===== config.mk =====
export PLATFORM = sky130hd
export DESIGN_NAME = spi_slave_burst
export DESIGN_NICKNAME = d
export VERILOG_FILES = /design/src/rtl/spi_slave_burst.sv
export SDC_FILE = /design/constraint.sdc
export NUM_CORES = 1
export LEC_CHECK = 0
export ABC_AREA = 0
export ABC_CLOCK_PERIOD_IN_PS = 1800
export CAP_MARGIN = 10
export CORE_UTILIZATION = 30
export DETAILED_ROUTE_END_ITERATION = 10
export GPL_ROUTABILITY_DRIVEN = 0
export SYNTH_ARGS = -nofsm -noshare
export SYNTH_HDL_FRONTEND = slang
export SYNTH_SLANG_ARGS = --single-unit
export TNS_END_PERCENT = 5

===== constraint.sdc =====
create_clock -name clk -period 1.8 [get_ports clk]
set_input_delay 0.45 -clock clk [delete_from_list [all_inputs] [get_ports clk]]
set_output_delay 0.45 -clock clk [all_outputs]
set_load 0.02 [all_outputs]

===== src/rtl/spi_slave_burst.sv =====
// SPI slave for all CPOL/CPHA modes with multi-word bursts, fully synchronous to clk.
// Define SPI_SLAVE_LSB_FIRST_EN to shift words LSB first; MSB first otherwise.
module spi_slave_burst #(
   parameter int unsigned DATA_W      = 8,
   parameter int unsigned SYNC_STAGES = 2
) (
   input  logic              clk,
   input  logic              rst,
   input  logic              en,
   input  logic              cpol,
   input  logic              cpha,
   input  logic              spi_cs_n,
   input  logic              spi_sclk,
   input  logic              spi_mosi,
   output logic              spi_miso,
   output logic              spi_miso_oe,
   input  logic [DATA_W-1:0] tx_data,
   input  logic              tx_valid,
   output logic              tx_ready,
   output logic [DATA_W-1:0] rx_data,
   output logic              rx_valid,
   output logic              tx_underrun,
   output logic              frame_abort,
   output logic              busy
);

   localparam int unsigned CNT_W = (DATA_W > 1) ? $clog2(DATA_W) : 1;
   localparam logic [CNT_W-1:0] LAST_BIT = CNT_W'(DATA_W - 1);

   typedef enum logic [1:0] {IDLE, LOAD, XFER, DONE} state_t;

   state_t              state_q, state_d;
   logic [SYNC_STAGES-1:0] cs_sync, mosi_sync;
   logic [SYNC_STAGES:0]   sclk_sync;
   logic                cs_s, mosi_s, sclk_s, sclk_prev;
   logic                sclk_edge, is_lead, sample_edge, shift_edge;
   logic [CNT_W-1:0]    bit_cnt_q, bit_cnt_d;
   logic [DATA_W-1:0]   rx_shift_q, rx_shift_d, tx_shift_q, tx_shift_d;
   logic [DATA_W-1:0]   hold_q, hold_d, rx_data_d;
   logic [DATA_W-1:0]   rx_shift_in, tx_shift_nx;
   logic                cpol_q, cpol_d, cpha_q, cpha_d, first_q, first_d;
   logic                tx_ready_d, rx_valid_d, underrun_d, abort_d;
   logic                word_load, miso_nx;

   // Pin synchronisers; SCLK carries one extra stage so edges come from the last two
   always_ff @(posedge clk or posedge rst) begin
      if (rst) begin
         cs_sync   <= '1;
         sclk_sync <= '0;
         mosi_sync <= '0;
      end else begin
         cs_sync   <= {cs_sync[SYNC_STAGES-2:0], spi_cs_n};
         sclk_sync <= {sclk_sync[SYNC_STAGES-1:0], spi_sclk};
         mosi_sync <= {mosi_sync[SYNC_STAGES-2:0], spi_mosi};
      end
   end

   assign cs_s        = cs_sync[SYNC_STAGES-1];
   assign mosi_s      = mosi_sync[SYNC_STAGES-1];
   assign sclk_s      = sclk_sync[SYNC_STAGES-1];
   assign sclk_prev   = sclk_sync[SYNC_STAGES];
   assign sclk_edge   = sclk_s ^ sclk_prev;
   assign is_lead     = sclk_s ^ cpol_q;
   assign sample_edge = sclk_edge & (is_lead ^ cpha_q);
   assign shift_edge  = sclk_edge & ~(is_lead ^ cpha_q);

`ifdef SPI_SLAVE_LSB_FIRST_EN
   assign rx_shift_in = {mosi_s, rx_shift_q[DATA_W-1:1]};
   assign tx_shift_nx = {1'b0, tx_shift_q[DATA_W-1:1]};
   assign miso_nx     = tx_shift_d[0];
`else
   assign rx_shift_in = {rx_shift_q[DATA_W-2:0], mosi_s};
   assign tx_shift_nx = {tx_shift_q[DATA_W-2:0], 1'b0};
   assign miso_nx     = tx_shift_d[DATA_W-1];
`endif

   always_ff @(posedge clk or posedge rst) begin
      if (rst) begin
         state_q     <= IDLE;
         bit_cnt_q   <= '0;
         rx_shift_q  <= '0;
         tx_shift_q  <= '0;
         hold_q      <= '0;
         cpol_q      <= 1'b0;
         cpha_q      <= 1'b0;
         first_q     <= 1'b0;
         spi_miso    <= 1'b0;
         spi_miso_oe <= 1'b0;
         tx_ready    <= 1'b1;
         rx_data     <= '0;
         rx_valid    <= 1'b0;
         tx_underrun <= 1'b0;
         frame_abort <= 1'b0;
         busy        <= 1'b0;
      end else begin
         state_q     <= state_d;
         bit_cnt_q   <= bit_cnt_d;
         rx_shift_q  <= rx_shift_d;
         tx_shift_q  <= tx_shift_d;
         hold_q      <= hold_d;
         cpol_q      <= cpol_d;
         cpha_q      <= cpha_d;
         first_q     <= first_d;
         spi_miso    <= (state_d != IDLE) ? miso_nx : 1'b0;
         spi_miso_oe <= (state_d != IDLE);
         tx_ready    <= tx_ready_d;
         rx_data     <= rx_data_d;
         rx_valid    <= rx_valid_d;
         tx_underrun <= underrun_d;
         frame_abort <= abort_d;
         busy        <= (state_d != IDLE);
      end
   end

   // Next-state, shift datapath and holding-register control
   always_comb begin
      state_d    = state_q;
      bit_cnt_d  = bit_cnt_q;
      rx_shift_d = rx_shift_q;
      tx_shift_d = tx_shift_q;
      hold_d     = hold_q;
      cpol_d     = cpol_q;
      cpha_d     = cpha_q;
      first_d    = first_q;
      tx_ready_d = tx_ready;
      rx_data_d  = rx_data;
      rx_valid_d = 1'b0;
      underrun_d = 1'b0;
      abort_d    = 1'b0;
      word_load  = 1'b0;

      case (state_q)
         IDLE: begin
            if (en && !cs_s) state_d = LOAD;
         end
         LOAD: begin
            cpol_d    = cpol;
            cpha_d    = cpha;
            bit_cnt_d = '0;
            first_d   = !cpha;
            word_load = !cpha && en && !cs_s;
            state_d   = XFER;
         end
         XFER: begin
            if (sample_edge) begin
               rx_shift_d = rx_shift_in;
               if (bit_cnt_q == LAST_BIT) begin
                  bit_cnt_d = '0;
                  state_d   = DONE;
               end else begin
                  bit_cnt_d = bit_cnt_q + CNT_W'(1);
               end
            end else if (shift_edge) begin
               first_d = 1'b0;
               if (bit_cnt_q == '0 && !first_q) word_load  = 1'b1;
               else                              tx_shift_d = tx_shift_nx;
            end
         end
         DONE: begin
            rx_data_d  = rx_shift_q;
            rx_valid_d = 1'b1;
            state_d    = XFER;
         end
         default: state_d = IDLE;
      endcase

      // Consume takes the old holding content before a same-cycle refill
      if (word_load) begin
         if (!tx_ready) begin
            tx_shift_d = hold_q;
            tx_ready_d = 1'b1;
         end else begin
            tx_shift_d = '0;
            underrun_d = 1'b1;
         end
      end
      if (tx_valid && tx_ready) begin
         hold_d     = tx_data;
         tx_ready_d = 1'b0;
      end

      // Frame end is evaluated after any same-cycle sample
      if (state_q != IDLE) begin
         if (!en || (cs_s && bit_cnt_d != '0)) begin
            abort_d = 1'b1;
            state_d = IDLE;
         end else if (cs_s) begin
            state_d = IDLE;
         end
      end
   end

endmodule


# Yosys cells after proc, flatten, opt, wreduce, memory -nomap -nowiden
# Cells that the tools add are included.
# Widths: inputs -> output; s select.
# word_totals
reg_bits	53
out_inout_bits	15
inputBits	17
# op_classes
bitwise_logic	6
n_reduce_logical	24
muxes	31
add_sub_neg	1
n_eq_ne	8
# op_table
operator	count
$mux 8	6
$mux 1	13
$mux 2	6
$reduce_bool 2->1	6
$logic_and 1x1->1	6
$mux 3	2
$ne 2x2->1 const B	3
$pmux 2 s3	1
$pmux 3 s2	1
$eq 2x2->1 const B	2
$logic_not 1->1	4
$pmux 1 s2	2
$reduce_and 4->1	1
$add 3x1->3 const B	1
$eq 3x3->1 const B	1
$logic_not 3->1	1
$reduce_and 3->1	1
$reduce_bool 3->1	1
$xor 1x1->1	3
$and 1x1->1	2
$eq 2x1->1 const B	1
$logic_not 2->1	1
$ne 2x1->1 const B	1
$reduce_and 2->1	1
3 further kinds	3

# Depth between registers and ports, before layout
# Gate-level depths: netlist of run 1.
# depth
ltp_word	12
depth_mapped	7

# Worst setup path after synthesis of run 1
# No wires, ideal clock.
# synth_path
path_kind	register to register
startpoint	register cpol_q
endpoint	register frame_abort
arrival_ns	1.522
path_buffers	0
required_ns	1.671
synth_period_minus_slack_ns	1.651
path_stages_with_launch	6
slack_ns	0.149
path_cell_list	dfrtp_1 -> xnor2_2 -> mux2_4 -> nand3_1 -> o211ai_2 -> o41a_1
# synth_between
elab_chain_len	10
# synth_lines
element	line_no	text
start, declared	41	logic cpol_q, cpol_d, cpha_q, cpha_d, first_q, first_d;
start signal, assigned	101	cpol_q <= cpol_d;
$xor 1x1->1	63	assign is_lead = sclk_s ^ cpol_q;
$xor 1x1->1	64	assign sample_edge = sclk_edge & (is_lead ^ cpha_q);
$and 1x1->1	64	
$mux 3	145	if (sample_edge) begin
$pmux 3 s2	132	case (state_q)
via bit_cnt_d[1]	37	logic [CNT_W-1:0] bit_cnt_q, bit_cnt_d;
$reduce_bool 3->1	184	if (!en || (cs_s && bit_cnt_d != '0)) begin
$logic_and 1x1->1	184	
$logic_or 1x1->1	184	
$mux 1	184	
$mux 1	183	if (state_q != IDLE) begin
via abort_d	42	logic tx_ready_d, rx_valid_d, underrun_d, abort_d;
end signal, assigned	110	frame_abort <= abort_d;
end, declared	23	output logic frame_abort,
# The timed path passes the listed nets, and every way through them passes these cells.
# A chain may end at the register's enable or synchronous reset.

# Worst setup path after layout of run 1
# layout_path
startpoint	register cpha_q
endpoint	register frame_abort
# layout_between
elab_chain_len	9
# layout_lines
element	line_no	text
start, declared	41	
start signal, assigned	102	cpha_q <= cpha_d;
$xor 1x1->1	64	
$and 1x1->1	64	
$mux 3	145	
$pmux 3 s2	132	
via bit_cnt_d[1]	37	
$reduce_bool 3->1	184	
$logic_and 1x1->1	184	
$logic_or 1x1->1	184	
$mux 1	184	
$mux 1	183	
via abort_d	42	
# The timed path passes the listed nets, and every way through them passes these cells.

==> results of run 1 <==
## final timing paths
| kind | startpoint | to | slack [ns] | cells after the start |
|---|---|---|---|---|
| hold / removal | mosi_sync[0] | mosi_sync[1] | 0.36 | 0 |
| setup / recovery | cpha_q | frame_abort | 0.02 | 5 |
| max in group asynchronous | rst | spi_miso | 0.96 | 3 |
| hold reg to reg | mosi_sync[0] | mosi_sync[1] | 0.36 | 0 |
| setup reg to reg | cpha_q | frame_abort | 0.02 | 5 |
| min in group asynchronous | rst | hold_q[6] | 0.39 | 2 |
## worst max-delay path: cells and delay by family, from the launching register on
family / cells / cell delay (ns)
XOR/XNOR: 1 / 0.29
multiplexers: 1 / 0.35
AND/OR/NAND/NOR: 1 / 0.10
AO/OA/AOI/OAI: 2 / 0.51
flip-flops: 1 / 0.42
## registers in the layout, summed over array words and instances, names as in the netlist
name and flops:
busy 1, cpha_q 1, spi_miso 1, cs_sync 2, first_q 1, tx_underrun 1, tx_ready 1, rx_data 8
tx_shift_q 8, state_q 2, mosi_sync 2, sclk_sync 3, rx_valid 1, hold_q 8, frame_abort 1, cpol_q 1
rx_shift_q 8, bit_cnt_q 3
## cell usage in the layout, fill, tap and decap left out, drive strengths merged, types with 2 or more instances in the layout
cell type,netlist,final
buf,4,9
o21ai,2,2
mux2i,17,17
clkdlybuf4s50,0,29
ha,7,7
nand4,3,3
mux2,27,27
dfstp,3,3
nor3b,2,2
nand2b,5,5
a21oi,4,4
nand3,4,4
nor2,6,6
clkbuf,1,6
inv,7,7
nand2,14,14
dfrtp,50,50
## Yosys cell counts (all sizes together) (2+ instances only)
cell    number  area [µm²]
nand2       14        55.1
inv          7        26.3
o21ai        2        10.0
dfrtp       50        1250
dfstp        3        78.8
ha           7        87.6
mux2        27         308
nand4        3        18.8
buf          4        33.8
mux2i       17         170
nor2         6        22.5
a21oi        4        20.0
nand3        4        20.0
nor3b        2        15.0
nand2b       5        38.8
## power by group
| part | internal (mW) | switching (mW) | leakage, nW | total (mW) |
|---|---|---|---|---|
| Clock | 0.452 | 0.378 | 0.0574 | 0.830 |
| Sequential | 1.50 | 0.174 | 0.667 | 1.67 |
| Combinational | 0.566 | 0.482 | 0.684 | 1.05 |
| Total | 2.51 | 1.03 | 1.41 | 3.55 |
## layout make-up
cell class | instances | area, µm² | area share [%]
timing repair buffer | 40 | 408 | 14.2
inverter | 8 | 30.0 | 1.05
sequential | 53 | 1330 | 46.3
clock inverter | 2 | 37.5 | 1.31
multi-input combinational | 99 | 858 | 29.9
tap | 99 | 124 | 4.32
clock buffer | 6 | 82.6 | 2.88
## logic make-up after synthesis
kind of cell | Yosys count | share of synthesized area (%)
buffers and inverters | 13 | 3.01
XOR/XNOR | 1 | 0.726
flip-flops | 53 | 59.4
AND/OR/NAND/NOR | 35 | 7.93
adder cells (fa/ha/maj) | 7 | 3.91
AO/OA/AOI/OAI | 12 | 3.74
multiplexers | 44 | 21.3
## per-layer routing
metal	routed length, µm	share of wire (%)	vias up
met5	0	0	-
met4	74	2.0	0
met3	133	3.5	5
met2	1730	46	28
met1	1840	49	663
li1	-	-	652
## stage by stage
stage,TNS (ns),instance area (µm²)
floorplan,0,2240
global placement,-0.626,2730
detailed placement,-0.814,2730
CTS,-0.00796,2850
global route,-0.717,2870
finish,0,2870
## what timing repair did
action,CTS,global route
hold buffers,0,0
pin swaps,0,2
resized for setup,2,5
endpoints found under the setup margin,11,13
buffers inserted,0,0
==> results by group, run 1 <==
Flow run
  • Max cap viols: 0

Global route
  • Vias in the first global route: 1,325
  • M1 GR Usage: 15.6%
  • Initial antenna violation count: 0
  • Layer with the highest usage: met2
  • Gr ovfl total: 0
  • Overall Global Routing Usage: about 11%
  • Global-route wire length before repair: about 6500 µm
  • Pin count of the biggest net entering global routing: 24
  • Met3 Use GR: 2.43%
  • Met2 Use GR: between 10% and 20%

Setup path
  • Slowest CP cell: dfrtp_1
  • Req. time, crit path: approximately 2.0 ns
  • CP max FO: 3
  • Crit start category: flop
  • Crit path DAT: approximately 2.0 ns
  • Cell breakdown of the critical path: xnor2_2 -> mux2_4 -> nand3_1 -> o211ai_2 -> o41a_1
  • CP endpoint kind: flop
  • Crit path kind: reg -> reg
  • Largest stage delay on the critical path: 0.42 ns

Placement
  • Number of port buffers: 31
  • Post-DP HPWL: around 2800 µm
  • Pre-CTS setup slack: -0.0926 ns
  • Cells after DPL: 299

Final layout
  • Final core utilization: 39.6%
  • Antenna Cells: 0
  • Filler Cells Inserted: 720
  • Fin nets: around 230
  • Share of cells above drive strength 1: 26.9%
  • Area grow syn2layout: 28.1%
  • Final non-filler cell total: 307

STA
  • Max Slew Vio Count: 0
  • Worst Skew: 0.00492 ns
  • Final Critical Period: about 1.8 ns
  • Rel. slew slack: 72.2%
  • Final setup viols: 0
  • Fmax: roughly 560 MHz
  • Worst hold margin: 0.357 ns
  • Crit share post-route: 98.9%
  • Slew @ Worst Pin: approximately 0.42 ns
  • RSZ-0062 raised after global routing: yes
  • Final Hold Fails: 0
  • Fin worst setup slack: approximately 0.02 ns

Floorplan
  • Die Span Y: 88.4 µm
  • Die W: 88.4 µm
  • # rows: 31
  • Core area: 7250 µm²
  • Io pins: 32
  • Die ar.: 7820 µm²
  • Starting Density: 30.9%

Drt
  • Antenna Nets Post-Route: 0
  • Detailed Routing Iterations Pass 1: 4
  • Final wirelength: 3780 µm
  • Avg Vias per Cell: 4.39
  • Iteration-0 DRC count of the detailed router: between 60 and 70
  • Vias: 1,348
  • WL/cell: ~12 µm
  • DR DRC count: 0

Clock tree
  • CTS root buf: clkbuf_8
  • H-tree depth: 2
  • Num CTS Buffers: 5
  • Clk slew on worst S/H paths: 0.09 ns
  • Worst-Skew Late Latency: 0.30 ns
  • Clk sinks: 53
  • CTS tree: built
  • Clock Path Buffers: 2

Pwr
  • Leak: 1.41 nW
  • Total power: 3.55 mW
  • Peak supply drop: 0.000440 V
  • PD cells: 1240 nW/µm²

Synth
  • Sequential fraction of the synthesis area: 59.4%
  • Post-synth cell types: 30
  • Dominant synthesized flop cell: dfrtp_1
  • Synthesized area: 2240 µm²
  • Yosys warns: 0
  • Post-synth ARST share: 100%
  • Yosys reg bits: 53
  • Syn Nets: 189
  • Avg Inst Size Synth: 13.6 µm²
  • Post-synth EDFFs: 0
  • Mapped Cells: between 150 and 200

Outcome
  • Status: finished, final reports clean

Hold path
  • Hold Crit Class: reg -> reg
No activity file was read; power rests on OpenSTA's default activity.
==> run 2, diff against run 1 <==
--- a/config.mk
+++ b/config.mk
@@ -9,6 +9,7 @@
 export ABC_CLOCK_PERIOD_IN_PS = 1800
 export CAP_MARGIN = 10
 export CORE_UTILIZATION = 30
+export CTS_CLUSTER_SIZE = 40
 export DETAILED_ROUTE_END_ITERATION = 10
 export GPL_ROUTABILITY_DRIVEN = 0
 export SYNTH_ARGS = -nofsm -noshare
==> constraint.sdc (replaced) <==
create_clock -name clk -period 1.8 [get_ports clk]
set_input_delay 0.45 -clock clk [delete_from_list [all_inputs] [get_ports clk]]
set_output_delay 0.45 -clock clk [all_outputs]
set_load 0.005 [all_outputs]
==> run 2 against run 1 <==
Die area stayed put. Final cell count up 0.33%. Power down 1.6%. Global-route usage rose by 0.082 points. Flip-flop and latch count stayed put. Maximum frequency down 0.54%. Combinational power fell by 5%. Sequential power is essentially flat. Highest routed layer unchanged. Register-to-register slack about the same. Sequential share of layout area down 0.081 points. Via count decreased by 0.37%. Setup slack worse by 0.0097 ns.
==> results by group, run 2 (synthesis results as in run 1) <==
Outcome
  • Status: finished, final reports clean

Clock tree
  • Clk sinks: 53 (unchanged)
  • CTS tree: built
  • H-tree depth: 2 (unchanged)
  • CTS root buf: clkbuf_8
  • Worst-Skew Late Latency: 0.30 ns (about the same)
  • Clk slew on worst S/H paths: 0.09 ns (about the same)
  • Num CTS Buffers: 5 (unchanged)
  • Clock Path Buffers: 2 (unchanged)

STA
  • Worst Skew: 0.00499 ns (+0.0000714 ns)
  • Final Hold Fails: 0 (unchanged)
  • Final Critical Period: 1.79 ns (+0.00966 ns)
  • Rel. slew slack: 72.3% (about the same)
  • Fin worst setup slack: 0.0104 ns (-0.00966 ns)
  • Max Slew Vio Count: 0 (unchanged)
  • Crit share post-route: 99.4% (+0.54 points)
  • Post-route setup TNS: 0 ns (unchanged)
  • Final setup viols: 0 (unchanged)
  • RSZ-0062 raised after global routing: yes
  • Slew @ Worst Pin: 0.415 ns (-0.000771 ns)
  • Fmax: 559 MHz (-0.54%)

Drt
  • DR DRC count: 0 (unchanged)
  • Vias: 1,343 (-0.37%)
  • WL/cell: 12.4 µm (+0.39%)
  • Detailed Routing Iterations Pass 1: 4 (unchanged)
  • Antenna Nets Post-Route: 0 (unchanged)
  • Final wirelength: 3810 µm (+0.71%)
  • Iteration-0 DRC count of the detailed router: 69 (+11%)
  • Avg Vias per Cell: 4.36 (-0.69%)

Final layout
  • Multi-input logic area: 858 µm² (unchanged)
  • Filler Cells Inserted: 723 (+0.42%)
  • Final core utilization: 39.6% (+0.069 points)
  • Reg area: 1330 µm² (unchanged)
  • Antenna Cells: 0 (unchanged)
  • Area grow syn2layout: 28.3%
  • Most common cell after layout, fill and taps aside: dfrtp_1
  • Final non-filler cell total: 308 (+0.33%)
  • Commonest non-fill, non-tap cells in the layout: dfrtp_1, clkdlybuf4s50_1, mux2_2, mux2i_1, nand2_1
  • Fin nets: 232 (+0.43%)
  • Share of cells above drive strength 1: 27.3% (+0.35 points)

Setup path
  • Crit path kind: reg -> reg
  • Worst Setup EP: tx_shift_q[6]
  • Slowest CP cell: dfrtp_1
  • Worst r2r path cells: 6 (+1)
  • Req. time, crit path: 1.99 ns (about the same)
  • Largest stage delay on the critical path: 0.42 ns (about the same)
  • Crit path DAT: 1.98 ns (+0.02 ns)
  • Cell breakdown of the critical path: xnor2_2 -> mux2i_2 -> nand3b_1 -> buf_6 -> mux2i_1 -> mux2i_1
  • Crit start category: flop
  • CP max FO: 7 (+4)
  • CP endpoint kind: flop
  • Worst flop-to-flop path endpoint: tx_shift_q[6]
  • Top cell by count, worst path: mux2i_1
  • Critical path origin: cpha_q
  • RR Startpoint: cpha_q
  • Flop-to-flop setup slack: 0.01 ns (about the same)

Global route
  • Initial antenna violation count: 0 (unchanged)
  • Global-route wire length before repair: 6570 µm (+0.52%)
  • Vias in the first global route: 1,326 (+0.075%)
  • Overall Global Routing Usage: 11.3% (+0.082 points)
  • Gr ovfl total: 0 (unchanged)
  • Pin count of the biggest net entering global routing: 24 (unchanged)

Floorplan
  • Io pins: 32 (unchanged)
  • Core area: 7250 µm² (unchanged)
  • Starting Density: 30.9% (unchanged)
  • Die ar.: 7820 µm² (unchanged)
  • # rows: 31 (unchanged)
  • Die W: 88.4 µm (unchanged)
  • Die Span Y: 88.4 µm (unchanged)

Hold path
  • Hold Crit Class: reg -> reg
  • Worst hold start: mosi_sync[0]
  • Hold Path Depth: 0 (unchanged)

Pwr
  • Total power: 3.49 mW (-1.6%)
  • Peak supply drop: 0.000435 V (-1.2%)
  • Leak: 1.40 nW (-0.90%)
  • PD cells: 1210 nW/µm² (-1.7%)

Flow run
  • Max cap viols: 0 (unchanged)

Placement
  • Post-DP HPWL: 2770 µm (unchanged)
  • Number of port buffers: 31 (unchanged)
  • Cells after DPL: 299 (unchanged)
  • Pre-CTS setup slack: -0.0926 ns (unchanged)
run 2: metal layers:
metal	GRT usage (%)	vias to the layer above	wire length, µm
li1	-	653	-
met1	15.6	657	1840
met2	16.6	28	1750
met3	2.43	5	140
met4	5.72	0	74
met5	0	-	0
run 2: worst min-delay path by stage:
stage                              end  slack (ns)
after floorplan           mosi_sync[1]        0.33
after global placement    mosi_sync[1]        0.34
after detailed placement  mosi_sync[1]        0.34
after CTS                 mosi_sync[1]        0.36
after global routing        cs_sync[1]        0.37
final                     mosi_sync[1]        0.36
run 2: final cells by class:
cell class,instances,area share (%)
Sequential cell,53,46.3
Inverter,8,1.04
Tap cell,99,4.31
Clock inverter,2,1.31
Timing Repair Buffer,41,14.4
Clock buffer,6,2.87
Multi-Input combinational cell,99,29.9
run 2: what timing repair did:
item	in CTS	in global routing
setup buffers	1	0
gates resized for setup	2	4
hold buffers	0	0
setup endpoints to repair	11	12
pin swaps	0	2
run 2: stage by stage:
| step | area, µm² | hold WS [ns] |
|---|---|---|
| 6_report | 2880 | 0.357 |
| 3_3_place_gp | 2730 | 0.337 |
| 4_1_cts | 2860 | 0.361 |
| 2_1_floorplan | 2240 | 0.331 |
| 3_5_place_dp | 2730 | 0.339 |
| 5_1_grt | 2880 | 0.375 |
run 2: critical path: cells and delay by family, from the launching register on:
family | cells | cell delay, ns
xor gates and xnor gates | 1 | 0.29
and+or+nand+nor | 1 | 0.19
DFF | 1 | 0.42
buffers and inverters | 1 | 0.19
muxes | 3 | 0.59
run 2: power breakdown:
group	internal (mW)	total, mW	switching, mW
sequential	1.49	1.67	0.173
clock	0.452	0.831	0.379
combinational	0.569	0.993	0.424
total	2.52	3.49	0.976
==> run 3, diff against run 2 <==
--- a/config.mk
+++ b/config.mk
@@ -5,13 +5,13 @@
 export SDC_FILE = /design/constraint.sdc
 export NUM_CORES = 1
 export LEC_CHECK = 0
-export ABC_AREA = 0
-export ABC_CLOCK_PERIOD_IN_PS = 1800
+export ABC_AREA = 1
 export CAP_MARGIN = 10
 export CORE_UTILIZATION = 30
 export CTS_CLUSTER_SIZE = 40
 export DETAILED_ROUTE_END_ITERATION = 10
 export GPL_ROUTABILITY_DRIVEN = 0
+export SKIP_CTS_REPAIR_TIMING = 1
 export SYNTH_ARGS = -nofsm -noshare
 export SYNTH_HDL_FRONTEND = slang
 export SYNTH_SLANG_ARGS = --single-unit
==> run 3 against run 2 <==
Power up 3.9%. Area after synthesis decreased by 0.11%. Count of clock-buffer cells in the layout up 1. Flip-flop and latch count stayed put. Critical endpoint is now tx_ready. Maximum frequency grew 6.4%. Final cell count increased by 25%. Largest cell class unchanged. Global-route usage increased by 0.48 points. Die area is 0.10% lower. First-iteration DRC count down 43%. Core utilization down 0.31 points. Critical path type unchanged. Largest power group unchanged. Combinational power is 22% higher. Clock skew about the same.
==> results by group, run 3 <==
Outcome
  • Status: finished, final reports clean

Synth
  • Avg Inst Size Synth: 9.29 µm² (-32%)
  • Mapped Cells: 241 (+46%)
  • Dominant synthesized flop cell: dfrtp_1
  • Post-synth cell types: 25 (-17%)
  • Sequential fraction of the synthesis area: 59.4% (+0.066 points)
  • Yosys warns: 0 (unchanged)
  • Area contributors post-synth: dfrtp_1, nand2_1, inv_1
  • Synthesized area: 2240 µm² (-0.11%)
  • Syn Nets: 265 (+40%)
  • Post-synth ARST share: 100% (unchanged)
  • Post-synth EDFFs: 0 (unchanged)
  • Most frequent cell after synthesis: nand2_1
  • Synth area leader: dfrtp_1
  • Yosys reg bits: 53 (unchanged)
  • Area share of the largest cell type after synthesis: 55.9% (+0.062 points)
  • Commonest cells in the synthesized netlist: nand2_1, dfrtp_1, inv_1, nand3_1, nor2_1

Final layout
  • Final non-filler cell total: 386 (+25%)
  • Fin nets: 310 (+34%)
  • Antenna Cells: 0 (unchanged)
  • Area grow syn2layout: 26.8%
  • Most common cell after layout, fill and taps aside: nand2_1
  • Commonest non-fill, non-tap cells in the layout: nand2_1, dfrtp_1, clkdlybuf4s50_1, inv_1, nand3_1
  • Share of cells above drive strength 1: 12.5% (-15 points)
  • Filler Cells Inserted: 755 (+4.4%)
  • Final core utilization: 39.3% (-0.31 points)

Pwr
  • PD cells: 1280 nW/µm² (+5.3%)
  • Leak: 1.37 nW (-1.8%)
  • Total power: 3.63 mW (+3.9%)
  • Peak supply drop: 0.000489 V (+12%)

Floorplan
  • Die ar.: 7810 µm² (-0.10%)
  • Core area: 7210 µm² (-0.53%)
  • Die W: 88.4 µm (about the same)
  • Io pins: 32 (unchanged)
  • Die Span Y: 88.4 µm (about the same)
  • Starting Density: 31.0% (+0.13 points)
  • # rows: 31 (unchanged)

STA
  • Max Slew Vio Count: 0 (unchanged)
  • Post-route setup TNS: 0 ns (unchanged)
  • Rel. slew slack: 79.0% (+6.7 points)
  • Final Hold Fails: 0 (unchanged)
  • Final setup viols: 0 (unchanged)
  • Slew @ Worst Pin: 0.315 ns (-0.101 ns)
  • Fmax: 595 MHz (+6.4%)
  • Final Critical Period: 1.68 ns (-0.108 ns)
  • Worst Skew: 0.00532 ns (+0.000332 ns)
  • Crit share post-route: 93.4% (-6.0 points)
  • Worst hold margin: 0.353 ns (-0.00362 ns)
  • RSZ-0062 raised after global routing: no

Clock tree
  • Worst-Skew Late Latency: 0.30 ns (about the same)
  • CTS root buf: clkbuf_8
  • CTS tree: built
  • Clk sinks: 53 (unchanged)
  • Clk slew on worst S/H paths: 0.09 ns (about the same)
  • Clock Path Buffers: 2 (unchanged)
  • Num CTS Buffers: 5 (unchanged)
  • H-tree depth: 2 (unchanged)

Flow run
  • Max cap viols: 0 (unchanged)

Setup path
  • Crit path buf inv count: 3 (+2)
  • Crit-path leading delay family: compound AO/OA/AOI/OAI gates
  • Cell breakdown of the critical path: inv_1 -> ha_1 -> inv_2 -> a21oi_2 -> nand2_2 -> o21ai_4 -> nand2_2 -> buf_4 -> a21oi_2
  • Worst r2r path cells: 9 (+3)
  • Largest stage delay on the critical path: 0.39 ns (-0.03 ns)
  • Crit path kind: reg -> reg
  • CP endpoint kind: flop
  • Req. time, crit path: 2.03 ns (+0.04 ns)
  • Crit path DAT: 1.91 ns (-0.07 ns)
  • CP max FO: 14 (+7)
  • Critical Path Stages: 9 (+3)
  • Slowest CP cell: dfrtp_1
  • Crit start category: flop

Hold path
  • Hold Crit Class: reg -> reg
  • Hold Path Depth: 0 (unchanged)

Drt
  • WL/cell: 10.6 µm (-14%)
  • Detailed Routing Iterations Pass 1: 4 (unchanged)
  • DR DRC count: 0 (unchanged)
  • Final wirelength: 4100 µm (+7.7%)
  • Vias: 1,678 (+25%)
  • Avg Vias per Cell: 4.35 (-0.30%)
  • Antenna Nets Post-Route: 0 (unchanged)
  • Iteration-0 DRC count of the detailed router: 39 (-43%)

Placement
  • Post-DP HPWL: 3000 µm (+8.4%)
  • Number of port buffers: 31 (unchanged)
  • Cells after DPL: 378 (+26%)

Global route
  • Gr ovfl total: 0 (unchanged)
  • Overall Global Routing Usage: 11.8% (+0.48 points)
  • Global-route wire length before repair: 7030 µm (+7.0%)
  • Pin count of the biggest net entering global routing: 37 (+54%)
  • Vias in the first global route: 1,627 (+23%)
  • Initial antenna violation count: 0 (unchanged)
run 3: cell count changes in the layout (fill, tap and decap cells not counted), moves of 10 or more:
cell and delta:
nand2_1 +54, mux2_2 -24, inv_1 +21, mux2i_1 -16
nand3_1 +13, o21ai_0 +12, a21oi_1 +10
run 3: logic make-up after synthesis:
family	count (synthesis)	synth area share (%)
flip-flops	53	59.4
buffers and inverters	36	6.60
adder cells (fa/ha/maj)	7	3.91
multiplexers	2	1.01
AO/OA/AOI/OAI	31	7.77
AND/OR/NAND/NOR	112	21.3
run 3: final timing paths:
kind / slack (ns) / start / endpoint
worst max register to register: 0.12 / state_q[0] / tx_ready
min in group asynchronous: 0.48 / rst / state_q[0]
worst max-delay path: 0.12 / state_q[0] / tx_ready
worst min register to register: 0.35 / sclk_sync[0] / sclk_sync[1]
max in group asynchronous: 1.04 / rst / tx_ready
worst min-delay path: 0.35 / sclk_sync[0] / sclk_sync[1]
run 3: power by group:
group,switching (mW),internal (mW),total (mW)
Clock,0.371,0.276,0.647
Combinational,0.634,0.576,1.21
Sequential,0.198,1.57,1.77
Total,1.20,2.43,3.63
run 3: layout make-up:
type / count / area (µm²) / area share (%)
Clock buffer: 7 / 76.3 / 2.69
Clock inverter: 1 / 7.51 / 0.265
Inverter: 31 / 116 / 4.10
Multi-Input combinational cell: 152 / 768 / 27.1
Sequential cell: 53 / 1330 / 46.9
Tap cell: 99 / 124 / 4.37
Timing Repair Buffer: 43 / 415 / 14.6
run 3: layer usage:
| metal | part of all wire, % | vias to the layer above | GRT usage (%) |
|---|---|---|---|
| li1 | - | 847 | - |
| met1 | 47 | 797 | 14.7 |
| met2 | 48 | 30 | 19.4 |
| met3 | 3.4 | 4 | 2.80 |
| met4 | 1.5 | 0 | 5.28 |
| met5 | 0 | - | 0 |
run 3: worst reg2reg max path, stage by stage, from the launching register on:
cell and delay (ns):
dfrtp_1 0.39, inv_1 0.08, ha_1 0.18, inv_2 0.07, a21oi_2 0.16, nand2_2 0.10
o21ai_4 0.14, nand2_2 0.18, buf_4 0.20, a21oi_2 0.11
run 3: metrics by stage:
| stage | instance area [µm²] | setup WS (ns) |
|---|---|---|
| after global routing | 2840 | 0.0136 |
| after global placement | 2740 | -0.166 |
| final | 2840 | 0.119 |
| after floorplan | 2240 | 0.0687 |
| after CTS | 2830 | -0.0656 |
| after detailed placement | 2740 | -0.171 |
